`src/rtl/result_sel_pkg.sv`:
```
// Shared types and constants for the N-way result-select stage.
// Source indices match the writeback mux ordering of the RISC-V datapath.
`timescale 1ns/1ps
package result_sel_pkg;

  typedef enum logic [1:0] {
    ST_EMPTY = 2'd0,
    ST_BUSY  = 2'd1,
    ST_FULL  = 2'd2
  } state_e;

  localparam int DEF_WIDTH = 32;
  localparam int DEF_N     = 4;
  localparam int DEF_ERRW  = 8;

  localparam int SRC_ALU = 0;
  localparam int SRC_MEM = 1;
  localparam int SRC_PC4 = 2;
  localparam int SRC_IMM = 3;

endpackage

```
`src/rtl/result_sel_pipe_skid_buf.sv`:
```
// Two-entry valid/ready skid buffer carrying an opaque payload.
// in_ready is a flop, so the producer never sees a combinational path from out_ready.
`timescale 1ns/1ps
module skid_buf
  import result_sel_pkg::*;
#(
  parameter int DW = 8
) (
  input  logic          clk,
  input  logic          rst_n,
  input  logic [DW-1:0] in_payload,
  input  logic          in_valid,
  output logic          in_ready,
  output logic [DW-1:0] out_payload,
  output logic          out_valid,
  input  logic          out_ready
);

  state_e        state_reg, state_next;
  logic [DW-1:0] main_reg, main_next;
  logic [DW-1:0] skid_reg, skid_next;
  logic          in_ready_reg;
  logic          out_valid_reg;
  logic          accept;
  logic          deliver;

  assign accept  = in_valid && in_ready_reg;
  assign deliver = out_valid_reg && out_ready;

  always_comb begin
    state_next = state_reg;
    main_next  = main_reg;
    skid_next  = skid_reg;
    case (state_reg)
      ST_EMPTY: begin
        if (accept) begin
          main_next  = in_payload;
          state_next = ST_BUSY;
        end
      end
      ST_BUSY: begin
        if (accept && deliver) begin
          main_next = in_payload;
        end else if (accept) begin
          skid_next  = in_payload;
          state_next = ST_FULL;
        end else if (deliver) begin
          state_next = ST_EMPTY;
        end
      end
      ST_FULL: begin
        // in_ready is low here, so only the drain path exists
        if (deliver) begin
          main_next  = skid_reg;
          state_next = ST_BUSY;
        end
      end
      default: state_next = ST_EMPTY;
    endcase
  end

  always_ff @(posedge clk or negedge rst_n) begin
    if (!rst_n) begin
      state_reg     <= ST_EMPTY;
      main_reg      <= '0;
      skid_reg      <= '0;
      in_ready_reg  <= 1'b1;
      out_valid_reg <= 1'b0;
    end else begin
      state_reg     <= state_next;
      main_reg      <= main_next;
      skid_reg      <= skid_next;
      in_ready_reg  <= (state_next != ST_FULL);
      out_valid_reg <= (state_next != ST_EMPTY);
    end
  end

  assign in_ready    = in_ready_reg;
  assign out_valid   = out_valid_reg;
  assign out_payload = main_reg;

endmodule

```
`src/rtl/result_sel_pipe.sv`:
```
// Registered N-way result select with valid/ready handshake between execute and writeback.
// Out-of-range selects yield zero data and are tallied in a sticky flag and saturating counter.
`timescale 1ns/1ps
module result_sel_pipe
  import result_sel_pkg::*;
#(
  parameter int WIDTH = DEF_WIDTH,
  parameter int N     = DEF_N,
  parameter int ERRW  = DEF_ERRW,
  localparam int SELW = $clog2(N)
) (
  input  logic               clk,
  input  logic               rst_n,
  input  logic [N*WIDTH-1:0] in_data,
  input  logic [SELW-1:0]    sel,
  input  logic               in_valid,
  output logic               in_ready,
  output logic [WIDTH-1:0]   out_data,
  output logic [SELW-1:0]    out_sel,
  output logic               out_valid,
  input  logic               out_ready,
  output logic               sel_err,
  output logic [ERRW-1:0]    err_cnt,
  input  logic               err_clr
);

  localparam int             DW  = SELW + WIDTH;
  localparam logic [SELW:0]  N_L = (SELW+1)'(N);

  logic [SELW:0]    sel_wide;
  logic             sel_ok;
  logic [WIDTH-1:0] hit_data [N];
  logic [WIDTH-1:0] sel_data;
  logic             accept;
  logic [DW-1:0]    out_payload;
  logic             sel_err_reg;
  logic [ERRW-1:0]  err_cnt_reg;

  assign sel_wide = {1'b0, sel};
  assign sel_ok   = (sel_wide < N_L);

  // One-hot AND-OR mux: an illegal index matches no source and falls out as zero
  genvar gi;
  generate
    for (gi = 0; gi < N; gi++) begin : g_src
      assign hit_data[gi] = (sel_wide == (SELW+1)'(gi)) ? in_data[gi*WIDTH +: WIDTH] : '0;
    end
  endgenerate

  always_comb begin
    sel_data = '0;
    for (int k = 0; k < N; k++) begin
      sel_data = sel_data | hit_data[k];
    end
  end

  skid_buf #(
    .DW (DW)
  ) u_skid (
    .clk         (clk),
    .rst_n       (rst_n),
    .in_payload  ({sel, sel_data}),
    .in_valid    (in_valid),
    .in_ready    (in_ready),
    .out_payload (out_payload),
    .out_valid   (out_valid),
    .out_ready   (out_ready)
  );

  assign out_sel  = out_payload[DW-1 -: SELW];
  assign out_data = out_payload[WIDTH-1:0];
  assign accept   = in_valid && in_ready;

  // Clear has priority over a coincident illegal accept
  always_ff @(posedge clk or negedge rst_n) begin
    if (!rst_n) begin
      sel_err_reg <= 1'b0;
      err_cnt_reg <= '0;
    end else if (err_clr) begin
      sel_err_reg <= 1'b0;
      err_cnt_reg <= '0;
    end else if (accept && !sel_ok) begin
      sel_err_reg <= 1'b1;
      if (err_cnt_reg != {ERRW{1'b1}}) begin
        err_cnt_reg <= err_cnt_reg + ERRW'(1);
      end
    end
  end

  assign sel_err = sel_err_reg;
  assign err_cnt = err_cnt_reg;

endmodule
```
`config.mk`:
```
export PLATFORM = sky130hd
export DESIGN_NAME = result_sel_pipe
export DESIGN_NICKNAME = d
export VERILOG_FILES = /design/src/rtl/result_sel_pkg.sv /design/src/rtl/result_sel_pipe_skid_buf.sv /design/src/rtl/result_sel_pipe.sv
export SDC_FILE = /design/constraint.sdc
export NUM_CORES = 1
export LEC_CHECK = 0
export CELL_PAD_IN_SITES_DETAIL_PLACEMENT = 1
export CELL_PAD_IN_SITES_GLOBAL_PLACEMENT = 1
export CORE_UTILIZATION = 31
export DETAILED_ROUTE_END_ITERATION = 7
export GPL_TIMING_DRIVEN = 0
export PLACE_DENSITY = 0.81
export SETUP_SLACK_MARGIN = 0.1
export SLEW_MARGIN = 10
export SYNTH_ARGS = -nofsm -noshare
export SYNTH_HDL_FRONTEND = slang
export SYNTH_SLANG_ARGS = --single-unit
export TNS_END_PERCENT = 1
```
`constraint.sdc`:
```
create_clock -name clk -period 1.8 [get_ports clk]
set_input_delay 0.27 -clock clk [delete_from_list [all_inputs] [get_ports clk]]
set_output_delay 0.27 -clock clk [all_outputs]
set_load 0.005 [all_outputs]
```
Word level (Yosys, flattened, before mapping)
Cells that the tools add are included.

word-level totals
  word-level logic and storage cells = 56
  output and inout bits = 45
  register bits = 81

cells by class
  magnitude comparators = 1
  add/sub/neg operators = 1
  reduce and logical (&&, ||, !) cells = 14
  mux-type cells = 19
  equality and inequality tests = 10
  bitwise gates (word level) = 4

operator list
  kind                                                         count
  2-to-1 mux 32 bit                                            4
  2-to-1 mux 34 bit                                            3
  one-hot mux 34 bit (3 select lines)                          1
  bitwise OR 32 bit                                            3
  2-to-1 mux 8 bit                                             3
  2-to-1 mux 2 bit                                             5
  adder 8 x 1 -> 8 bit (second input constant)                 1
  != test 8 bit (second input constant)                        1
  equality test 2 bit (second input constant)                  3
  one-hot mux 2 bit (3 select lines)                           1
  nonzero test 2 bit                                           3
  equality test 2 x 1 -> 1 bit (second input constant)         2
  logical AND 1 bit                                            4
  != test 2 x 1 -> 1 bit (second input constant)               2
  != test 2 bit (second input constant)                        2
  AND reduction 4 bit                                          1
  logical NOT 3 bit                                            1
  less-than comparator 2 x 3 -> 1 bit (second input constant)  1
  AND reduction 3 bit                                          1
  nonzero test 3 bit                                           1
  logical NOT 2 bit                                            1
  2-to-1 mux 1 bit                                             2
  AND reduction 2 bit                                          1
  logical NOT 1 bit                                            1
  inverter 1 bit                                               1

Longest topological paths before layout
  depth in word-level cells = 7
  gate-level depth with buffers = 5

Modules after synthesis
Synthesis repeated with hierarchy kept, for this count alone.

second synthesis, totals
  cell total of the unflattened synthesis = 258
  area, all modules = 4433.0 µm²

by module, submodules not included
  module           area an instance (µm²)  cells an instance  instances
  skid_buf         3337.0                  201                1
  result_sel_pipe  1096.1                  57                 1

Worst setup path before layout
Ideal clock, no wire load.

  kind = input -> register
  from = in sel[1]
  to = reg u_skid.main_reg[0], in the netlist u_skid.out_payload[0]
  setup time = 0.125 ns
  buffers on the path = 2
  arrival = 1.688 ns
  stages on the path = 5
  data required time = 1.675 ns
  slack = -0.013 ns
  path through = clkbuf_1 > buf_1 > mux4_2 > mux2_2 > mux2_4

between the ends
  cells in the longest elaborated chain, start to end = 7
  elaborated cells between the ends (all ways) = 14

RTL lines
  what                                                                      line                                                            text
  from (decl)                                                               result_sel_pipe.sv:15                                           input logic [SELW-1:0] sel,
  equality test 2 x 1 -> 1 bit / logical NOT 3 bit (equally long branches)  result_sel_pipe.sv:46                                           assign hit_data[gi] = (sel_wide == (SELW+1)'(gi)) ? in_data[gi*WIDTH +: WIDTH] : '0;
  2-to-1 mux 32 bit                                                         result_sel_pipe.sv:46
  bitwise OR 32 bit (2 in series)                                           result_sel_pipe.sv:53                                           sel_data = sel_data | hit_data[k];
  bitwise OR 32 bit (*)                                                     result_sel_pipe.sv:53
  2-to-1 mux 34 bit, on equally long branches                               result_sel_pipe_skid_buf.sv:42, result_sel_pipe_skid_buf.sv:36
  one-hot mux 34 bit (3 select lines) (*)                                   result_sel_pipe_skid_buf.sv:34                                  case (state_reg)
  to (signal assigned)                                                      result_sel_pipe_skid_buf.sv:71                                  main_reg <= main_next;
  to (decl)                                                                 result_sel_pipe_skid_buf.sv:20                                  logic [DW-1:0] main_reg, main_next;

Every way passes the cells marked *; elsewhere a longest branch is shown, timed or not. The select of a mux whose other input is x is not followed.
A chain may end at the register's enable or synchronous reset.

Worst setup path after layout
  from = reg u_skid.in_ready_reg, in the netlist u_skid.in_ready
  to = reg u_skid.main_reg[8], in the netlist u_skid.out_payload[8]

between the ends
  cells in the longest elaborated chain, start to end = 4
  elaborated cells between the ends (all ways) = 5

RTL lines
  what                               line                            text
  from (decl)                        result_sel_pipe_skid_buf.sv:22  logic in_ready_reg;
  from (signal assigned)             result_sel_pipe_skid_buf.sv:73  in_ready_reg <= (state_next != ST_FULL);
  logical AND 1 bit (*)              result_sel_pipe_skid_buf.sv:27  assign accept = in_valid && in_ready_reg;
  logical AND 1 bit                  result_sel_pipe_skid_buf.sv:42  if (accept && deliver) begin
  != test 2 x 1 -> 1 bit (no line)   --
  AND reduction 4 bit (no line) (*)  --

Every way passes the cells marked *; elsewhere a longest branch is shown, timed or not.

==> results.toml <==
[clock_network]
numCtsBuffers = 9
path_clk_slew_ps = 60
cts-root-buf = "clkbuf_16"
worstSkewPairLatency_ps = 350
cts.sinks = 81
h-tree-depth = 3
clk_path_buf_depth = 2
cts_tree = "yes"

[floorplan]
pin_count = 180
die_x_um = 120
die_area_um2 = 14400
coreArea_um2 = 13400
start_util = 0.322
dieHeight_um = 120
rows = 42

[drt]
post_drt_wl_per_cell_um = 20.0
num_vias = 3128
totalWireLength_um = 12700
vias_per_cell = 4.94
drc = 0
detail_route.first_pass.iterations = 3
first_iter_violations = 116
drtAntennaViolNets = 0

[placed_design]
hpwlAfterDp_um = 9370
portBuffers = 177
place_ws_ps = -484
dp_cells = 612
place_congestion = 0.715

[timing]
finalSetupViolCount = 0
period_minus_slack_ps = 1710
fin_ws_ps = 87.9
finalMaxSlewViolations = 0
fin_crit_sh = 0.951
fin_skew_ps = 5.26
hold_viol = 0
rsz0062_at_grt = "true"
worst_pin_slew_ps = 548
fmax_ghz = 0.584
final.setup.tns_ps = 0
slew-limit-headroom = 0.635

[grt]
grt_max_degree = 43
antenna_found_initial = 0
grt_overflow_total = 0
grt_pass1_vias = 3603
grt.total_usage = 0.185
grt_first_pass_wirelength_um = 19800

[pwr]
powerDensity_nw_per_um2 = 1350
peakVddDrop_uv = 443
leakagePower_uw = 0.00280
p_total_uw = 9230

[final_layout]
multi_input_area_um2 = 2180
instances_no_fill = 633
drive_above_1_share = 0.389
seqCellArea_um2 = 2030
nNetsFinal = 587
n_fill_cell = 1315
diodes = 0
syn_to_final_growth_pct = 59.0
fin_util = 0.512

[logic_synthesis]
ys_ff_latch = 81
syn_area_um2 = 4310
yosys_warnings = 0
ys_types = 26
syn_inst = 258
synthesis.nets = 393
yosysSeqAreaShare = 0.470
syn_area_per_cell_um2 = 16.7

[worst_setup_path]
cp_slowest_cell = "dfstp_2"
critPathMaxFanout = 10
path_cells = "nand2_2 -> o32ai_4 -> buf_6 -> buf_12 -> mux2_4"
critPathLaunchType = "flop"
cp.arrival_ps = 1940
max_stage_delay_ps = 570
required_ps = 2030
critical_path_class = "reg -> reg"
cp-end-kind = "flop"

[flow_run]
drv_cap = 0

[outcome]
run_status = "completed"

[worst_hold_path]
worstHoldPathType = "in -> async"
==> worst paths after layout <==
path	start	endpoint	slack, ps	depth (start not counted)
max	u_skid.in_ready$_DFF_PN1_	u_skid.out_payload[8]$_DFFE_PN0P_	90	5
min	rst_n	err_cnt[2]$_DFFE_PN0P_	450	2
max reg2reg	u_skid.in_ready$_DFF_PN1_	u_skid.out_payload[8]$_DFFE_PN0P_	90	5
min reg2reg	u_skid.skid_reg[20]$_DFFE_PN0P_	u_skid.skid_reg[20]$_DFFE_PN0P_	500	1
max in group asynchronous	rst_n	u_skid.in_ready$_DFF_PN1_	660	3
min in group clk	sel[0]	u_skid.skid_reg[32]$_DFFE_PN0P_	460	3
==> cells in the final DEF, fill, tap and decap left out, types with 2 or more instances in the layout <==
cell             count
dfrtp_1             79
mux4_1               3
mux2_4              29
clkdlybuf4s50_1    176
mux4_2              29
buf_12               6
mux2_2              73
clkinv_4             2
clkbuf_8             2
a21oi_1              2
buf_4                4
buf_2                3
nand2_1              2
clkbuf_16           10
bufinv_16            3
nand2_2              2
buf_6                7
nor2b_1              9
==> per-layer routing <==
metal,global-route usage,wire (um),vias up
met5,0,0,-
met4,0.0813,307,0
met3,0.0475,790,24
met2,0.322,6470,133
met1,0.213,5100,1590
li1,-,-,1381
==> critical path: cells and delay by family (launching register included) <==
| kind | cells | cell delay, ps |
|---|---|---|
| flip-flops | 1 | 570 |
| buffers and inverters | 2 | 330 |
| multiplexers | 1 | 300 |
| AO/OA/AOI/OAI | 1 | 290 |
| AND/OR/NAND/NOR | 1 | 80 |
==> repair_timing <==
action                     in CTS  in global routing
hold endpoints to repair       39                  0
gates cloned                    0                  1
setup endpoints to repair      62                 65
gates resized for setup        15                 15
buffers inserted                3                  0
hold buffers                    1                  0
pin swaps                       1                  1
==> power breakdown <==
group,switching [uW],total [uW],internal [uW]
clock network,767,2160,1400
registers,498,3160,2660
logic,1230,3900,2670
total,2500,9230,6730
==> final cells by class <==
class,instances,share of cell area
clock inverters,6,0.0168
multi-input cells,159,0.318
flip-flops and latches,81,0.296
clock buffers,10,0.0348
well taps,176,0.0321
repair buffers,183,0.271
plain buffers,18,0.0316
==> stage by stage <==
step,hold slack (ps),cell area [um^2]
3_3_place_gp,481,6320
2_1_floorplan,-25.6,4330
5_1_grt,487,6860
6_report,455,6860
4_1_cts,462,6780
3_5_place_dp,297,6340
==> synthesized netlist by cell type <==
master    count  area [um^2]
a21boi_1      1         7.51
buf_8         1         15.0
a21oi_1       2         10.0
buf_2         5         25.0
buf_1         4         15.0
o22ai_1       1         6.26
a21boi_0      1         7.51
mux2_4       28          420
and3b_1       1         8.76
a31oi_1       1         6.26
buf_12        2         40.0
and4_1        1         8.76
dfrtp_1      80         2000
o21ai_0       1         5.00
mux4_2       29          653
clkbuf_1      2         7.51
nand2b_1      1         6.26
buf_6         1         11.3
mux2_2       74          833
a22o_1        1         8.76
mux4_1        3         78.8
nor2b_1       9         56.3
nand2_1       4         15.0
dfstp_2       1         26.3
buf_4         3         22.5
o32ai_2       1         16.3
==> cells by family (layout without fill, tap and decap cells) <==
family	count (synthesis)	in the layout	synth area share
AO/OA/AOI/OAI	9	9	0.0157
AND/OR/NAND/NOR	16	16	0.0220
multiplexers	134	134	0.460
flip-flops	81	81	0.470
buffers and inverters	18	217	0.0316
No activity file was read; power rests on OpenSTA's default activity.
